===== src/rtl/sfx_sequencer.sv =====
// Pong sound-effect engine: turns one-cycle game event pulses into timed,
// frame-counted square-wave tones on the left/right audio pins.
module sfx_sequencer #(
    parameter int unsigned LOW_HALF     = 32768,
    parameter int unsigned HIGH_HALF    = 16384,
    parameter int unsigned HIT_FRAMES   = 4,
    parameter int unsigned WALL_FRAMES  = 3,
    parameter int unsigned SCORE_FRAMES = 8
) (
    input  logic clk,
    input  logic rst_n,
    input  logic frame_tick,
    input  logic evt_paddle,
    input  logic evt_wall,
    input  logic evt_score,
    input  logic pan_right,
    input  logic stereo_en,
    input  logic mute,
    output logic audio_l,
    output logic audio_r,
    output logic busy
);

    localparam logic [2:0] S_IDLE    = 3'd0;
    localparam logic [2:0] S_HIT     = 3'd1;
    localparam logic [2:0] S_WALL    = 3'd2;
    localparam logic [2:0] S_SCORE_A = 3'd3;
    localparam logic [2:0] S_SCORE_B = 3'd4;

    localparam logic [15:0] LOW_LIM  = 16'(LOW_HALF - 1);
    localparam logic [15:0] HIGH_LIM = 16'(HIGH_HALF - 1);

    logic [2:0]  state_q, state_d;
    logic        phase_q, phase_d;
    logic [15:0] half_q, half_d;
    logic [3:0]  frame_q, frame_d;
    logic        pan_q, pan_d;
    logic        audio_l_q, audio_l_d;
    logic        audio_r_q, audio_r_d;

    logic        active;
    logic [1:0]  cur_prio;
    logic [1:0]  evt_prio;
    logic [2:0]  evt_state;
    logic [3:0]  evt_frames;
    logic        evt_accept;
    logic [15:0] half_lim;
    logic        tone;

    assign active = (state_q != S_IDLE);

    // Priority ranking: score(3) > paddle(2) > wall(1); idle ranks 0 so anything wins.
    always_comb begin
        cur_prio   = 2'd0;
        half_lim   = LOW_LIM;
        evt_prio   = 2'd0;
        evt_state  = S_IDLE;
        evt_frames = 4'd0;
        case (state_q)
            S_HIT:     begin cur_prio = 2'd2; half_lim = LOW_LIM;  end
            S_WALL:    begin cur_prio = 2'd1; half_lim = HIGH_LIM; end
            S_SCORE_A: begin cur_prio = 2'd3; half_lim = HIGH_LIM; end
            S_SCORE_B: begin cur_prio = 2'd3; half_lim = LOW_LIM;  end
            default:   begin cur_prio = 2'd0; half_lim = LOW_LIM;  end
        endcase
        if (evt_score) begin
            evt_prio   = 2'd3;
            evt_state  = S_SCORE_A;
            evt_frames = 4'(SCORE_FRAMES);
        end else if (evt_paddle) begin
            evt_prio   = 2'd2;
            evt_state  = S_HIT;
            evt_frames = 4'(HIT_FRAMES);
        end else if (evt_wall) begin
            evt_prio   = 2'd1;
            evt_state  = S_WALL;
            evt_frames = 4'(WALL_FRAMES);
        end
    end

    assign evt_accept = (evt_prio != 2'd0) && (evt_prio >= cur_prio);

    // An accepted event beats a note-ending frame_tick in the same cycle.
    always_comb begin
        state_d = state_q;
        phase_d = phase_q;
        half_d  = half_q;
        frame_d = frame_q;
        pan_d   = pan_q;
        if (evt_accept) begin
            state_d = evt_state;
            frame_d = evt_frames;
            half_d  = 16'd0;
            phase_d = 1'b0;
            pan_d   = pan_right;
        end else if (active) begin
            if (half_q == half_lim) begin
                half_d  = 16'd0;
                phase_d = ~phase_q;
            end else begin
                half_d = half_q + 16'd1;
            end
            if (frame_tick) begin
                if (frame_q == 4'd1) begin
                    if (state_q == S_SCORE_A) begin
                        state_d = S_SCORE_B;
                        frame_d = 4'(SCORE_FRAMES);
                        half_d  = 16'd0;
                        phase_d = 1'b0;
                    end else begin
                        state_d = S_IDLE;
                        phase_d = 1'b0;
                    end
                end else begin
                    frame_d = frame_q - 4'd1;
                end
            end
        end
    end

    assign tone = phase_q & active & ~mute;

    always_comb begin
        audio_l_d = tone;
        audio_r_d = tone;
        if (stereo_en) begin
            audio_l_d = tone & ~pan_q;
            audio_r_d = tone & pan_q;
        end
    end

    always_ff @(posedge clk or negedge rst_n) begin
        if (!rst_n) begin
            state_q   <= S_IDLE;
            phase_q   <= 1'b0;
            half_q    <= 16'd0;
            frame_q   <= 4'd0;
            pan_q     <= 1'b0;
            audio_l_q <= 1'b0;
            audio_r_q <= 1'b0;
        end else begin
            state_q   <= state_d;
            phase_q   <= phase_d;
            half_q    <= half_d;
            frame_q   <= frame_d;
            pan_q     <= pan_d;
            audio_l_q <= audio_l_d;
            audio_r_q <= audio_r_d;
        end
    end

    assign audio_l = audio_l_q;
    assign audio_r = audio_r_q;
    assign busy    = active;

endmodule


===== config.mk =====
export PLATFORM = sky130hd
export DESIGN_NAME = sfx_sequencer
export DESIGN_NICKNAME = d
export VERILOG_FILES = /design/src/rtl/sfx_sequencer.sv
export SDC_FILE = /design/constraint.sdc
export NUM_CORES = 1
export LEC_CHECK = 0
export CAP_MARGIN = 20
export CORE_MARGIN = 5
export CORE_UTILIZATION = 50
export DETAILED_ROUTE_END_ITERATION = 12
export PLACE_DENSITY = 0.7
export SLEW_MARGIN = 25
export SYNTH_ARGS = -nofsm -noshare
export SYNTH_HDL_FRONTEND = slang
export SYNTH_SLANG_ARGS = --single-unit

===== constraint.sdc =====
create_clock -name clk -period 5.55 [get_ports clk]
set_input_delay 0.555 -clock clk [delete_from_list [all_inputs] [get_ports clk]]
set_output_delay 0.555 -clock clk [all_outputs]
set_load 0.02 [all_outputs]

; Word-level counts from Yosys, hierarchy flattened
; Cells that the tools add are included.
[totals]
reg_bits = 27
output_inout_bits = 3
ram_bits = 0
in_bits = 9
latch_bits = 0
word_cells = 68
mem_bits_ro = 0
memories = 0
[classes]
n_eq_ne = 7
div = 0
n_lt_le_gt_ge = 1
n_addsub = 2
shifts = 0
multipliers = 0
bitwise = 7
mux = 34
n_reduce_logical = 10
[ops]
columns = op, count
row1 = 16-bit two-way mux, 6
row2 = 4-bit two-way mux, 6
row3 = 3-bit two-way mux, 6
row4 = 16-bit by 1-bit adder with 16-bit output (second input constant), 1
row5 = 16-bit equality test, 1
row6 = 15-bit two-way mux, 1
row7 = 2-bit two-way mux, 6
row8 = 1-bit two-way mux, 8
row9 = 2-bit nonzero test, 4
row10 = 3-bit by 2-bit equality test with 1-bit output (second input constant), 2
row11 = 2-bit case mux with 3 select lines, 1
row12 = 3-bit AND reduction, 2
row13 = 1-bit AND, 4
row14 = 4-bit by 1-bit equality test with 1-bit output (second input constant), 1
row15 = 2-bit OR reduction, 2
row16 = 4-bit by 1-bit subtractor with 4-bit output (second input constant), 1
row17 = 3-bit by 1-bit equality test with 1-bit output (second input constant), 1
row18 = 3-bit equality test (second input constant), 1
row19 = 3-bit by 2-bit inequality test with 1-bit output (second input constant), 1
row20 = 1-bit NOT, 3
row21 = 3-bit nonzero test, 1
row22 = 2-bit >= comparator, 1
row23 = 1-bit logical AND, 1

; Longest topological paths before layout
[logic_depth]
depth_word = 10
mapped_depth = 10
ltp_nobuf = 9

; Worst setup path after synthesis
; Ideal clock, no wire load.
[synth_timing]
kind = in2reg
startpoint = in evt_paddle
endpoint = reg half_q[5]
setup_slack_ns = 3.234
n_path_buf = 0
path_stages = 8
t_arrival_ns = 2.215
setup_time_ns = 0.101
required_time_ns = 5.449
path_cell_list = inv_1 a21oi_1 ha_1 nand2b_1 a21oi_1 o21ai_0 or3_1 o32ai_1
[synth_between]
elab_chain_len = 5
word_cells_on_any_way = 7
cone_classes = order compare: 1 / mux: 3 / reduce/logical: 3
[synth_lines]
columns = element, line
row1 = from (decl), 13  ; input logic evt_paddle,
row2 = 2-bit two-way mux (*), 70  ; end else if (evt_paddle) begin
row3 = 2-bit two-way mux (*), 66  ; if (evt_score) begin
row4 = 2-bit >= comparator / 2-bit nonzero test (equally long branches), 81  ; assign evt_accept = (evt_prio != 2'd0) && (evt_prio >= cur_prio);
row5 = 1-bit logical AND (*), 81
row6 = 16-bit two-way mux / 2-bit nonzero test (equally long branches), -
row7 = to (signal assigned), 144  ; half_q <= half_d;
row8 = to (decl), 35  ; logic [15:0] half_q, half_d;
; Every way passes the cells marked *; elsewhere a longest branch is shown, timed or not.
; A chain may end at the register's enable or synchronous reset.

; Worst setup path in the final report
; Same ends and word-level chain as after synthesis.

==> run metrics <==
run status complete, no violations; post-synthesis simple-gate area fraction a little over a quarter; number of primary I/O pins 12; Overall Global Routing Usage a little under a fifth; type of destination of the critical path register; Placed Instance Area between 1500 and 2000 um2; FMAX approximately 340 MHz; width of the die between 60 and 70 um; placed instance count between 200 and 250; transition time at the pin with the least slew margin around 620 ps; setup clock skew after layout ~5.5 ps; # clock sinks 27; Vias per Instance a little under 6; maximum net fanout on the critical path 12; fraction of the yosys area taken by sequential cells between 40% and 50%; CP Launch Type input pin; Post-Layout Cell Count 239; placeable core region around 3100 um2; H-tree levels 1; total non-filler cell area in the finished layout between 1500 and 2000 um2; data arrival time of the critical path between 3000 and 4000 ps; Critical Path Stages 10; Clock Root Buffer clkbuf_4; post-synth design cell area 1590 um2; total congestion overflow 0; cell family contributing the most delay on the critical path compound AO/OA/AOI/OAI gates; adder-cell share of the synthesized area under 10%; number of rows in the core area 20; VDD IR-drop max between 0.2 and 0.25 mV; critical-path cell list clkdlybuf4s50_1, inv_1, a21oi_1, ha_1, nand2b_1, a21oi_1, o21ai_0, buf_4, or3_1, o32ai_1; Worst Path Buf+Inv 3; number of antenna violations at the first check in global routing 0; routed vias approximately 1400; library cell appearing most often on the critical path a21oi_1; slowest CP cell clkdlybuf4s50_1; clock-pin slew on the worst setup and hold paths about 150 ps; r2r worst-path depth 10; core occupancy in the finished layout a little under 60%; RSZ-0062 raised after global routing no; worst stage delay on the critical path between 500 and 600 ps; total power draw between 600 and 700 uW; Port Buffer Count 11; Period minus WS final 2950 ps; number of global-route vias before repair roughly 1400; total wire length 3550 um; wire length of the first global-routing pass around 6400 um; worst slew slack as a fraction of its limit 58.8%; ratio of total power to cell area ~350 nW/um2; Post-layout nets 210; main combinational cell family by area after synthesis simple AND/OR/NAND/NOR gates; Die ar. roughly 4400 um2; detailed-placement wirelength estimate about 2700 um; final slew viol count 0; post-synthesis instance total roughly 180; count of maximum capacitance violations 0; number of buffers inserted during clock tree synthesis 3; final hold vios 0; worst path required time just under 6000 ps; number of setup violations in the final report 0; Initial Utilization between 50% and 60%; post-synthesis compound-gate area fraction between 10% and 20%; layout cells sized above 1 roughly 5.1%; pin count of the biggest net entering global routing 28; type of the most critical hold path register to register; Final TNS setup 0 ps; clock network latency to the later pin of the worst-skew pair roughly 330 ps; CTS tree yes; mux contribution to synthesized area 0.629%; total nets after synthesis about 200; final-layout fill cell count ~280; number of cells on the worst hold path 1; Resized cells post-CTS 0; average footprint of a synthesized cell around 8.7 um2; Synth-to-Final Area Change 11.9%; fraction of synthesis flops using an asynchronous set or reset pin 100%; final clock period utilization by the worst path 53.2%; category of the critical setup timing path input pin to register; floorplan die height approximately 66 um; Pre-antenna DRT Iters 4; number of antenna diodes 0; Residual DRC 0; number of enable flip-flop cells after synthesis 0; number of hold buffers added after CTS 0; setup fix buffers added after clock tree synthesis 0; distinct cell type count after synthesis 41; number of storage elements in the synthesis netlist 27; count of antenna-violating nets left after detailed routing 0; Most used DFF post-synth dfrtp_1; Initial DRC Count roughly 120; leakage power total ~0.7 nW; last weighted congestion value of the routability-driven placer between 0.8 and 0.9; clk buf depth 2; synthesized-area fraction occupied by xor and xnor cells under 10%; total number of yosys warnings 0; wire length per cell between 10 and 15 um
==> flip-flops by register name, summed over array words and instances, names as in the netlist <==
| name | count |
|---|---|
| half_q | 16 |
| frame_q | 4 |
| state_q | 3 |
| audio_l | 1 |
| audio_r | 1 |
| pan_q | 1 |
| phase_q | 1 |
==> cells in the mapped netlist (2+ instances only) <==
master,instances,area (um2)
or4_1,5,37.5
o32ai_1,2,17.5
o22ai_1,3,18.8
nor3_1,4,20.0
nand2_1,20,75.1
nor2_1,11,41.3
a21oi_1,11,55.1
o21ai_0,14,70.1
nand3_1,11,55.1
o31ai_1,2,15.0
a31oi_1,6,37.5
buf_2,2,10.0
xor2_1,5,43.8
clkbuf_1,2,7.51
o211ai_1,3,22.5
ha_1,5,62.6
inv_1,12,45.0
a21o_1,2,15.0
nand4_1,8,50.1
dfrtp_1,27,676
or3_1,4,25.0
a22oi_1,2,15.0
nand2b_1,3,18.8
==> per-layer routing <==
layer  global-route usage, %  vias up  share of wire [%]
li1                        -      703                  -
met1                    25.6      673                 48
met2                    29.2       43                 45
met3                    3.06        5                6.0
met4                    4.57        0               0.85
met5                       0        -                  0
==> per-stage QoR <==
stage | worst slack (ps) | hold slack, ps
finish | 2600 | 463
global route | 2350 | 472
CTS | 2630 | 459
detailed placement | 2300 | 440
global placement | 2390 | 427
floorplan | 3230 | 259
==> cells by family (layout without fill, tap and decap cells) <==
kind of cell | after synthesis | count (layout)
compound gates | 49 | 49
xor+xnor | 6 | 6
fa+ha+maj | 5 | 5
buf+inv | 16 | 29
flops | 27 | 27
mux | 1 | 1
simple gates | 78 | 78
==> path summary, 6_finish.rpt <==
| check | start | slack, ps | to |
|---|---|---|---|
| max in group asynchronous | rst_n | 4710 | frame_q[1] |
| worst max register to register | state_q[0] | 2850 | half_q[5] |
| worst max-delay path | evt_paddle | 2600 | half_q[5] |
| worst min-delay path | pan_q | 460 | audio_l |
| worst min register to register | pan_q | 460 | audio_l |
| min in group asynchronous | rst_n | 580 | pan_q |
==> where the power goes <==
group	total (mW)	internal, mW	switching, mW
clock	0.0869	0.0282	0.0587
combinational	0.263	0.101	0.162
sequential	0.268	0.229	0.0385
==> area by class of cell <==
cell class	count	area [um2]	area share [%]
Clock buffer	4	26.3	1.48
Inverter	12	45.0	2.53
Multi-Input combinational cell	139	853	47.9
Sequential cell	27	676	37.9
Tap cell	44	55.1	3.09
Timing Repair Buffer	13	125	7.03
==> cells in the final DEF (no fill, tap or decap), drive strengths merged, types with 6 or more instances in the layout <==
cell type,instances
a31oi,6
dfrtp,27
nand4,8
o21ai,15
nand2,20
a21oi,11
inv,12
nor2,11
nand3,12
clkdlybuf4s50,11
(Power assumes the default switching activity.)
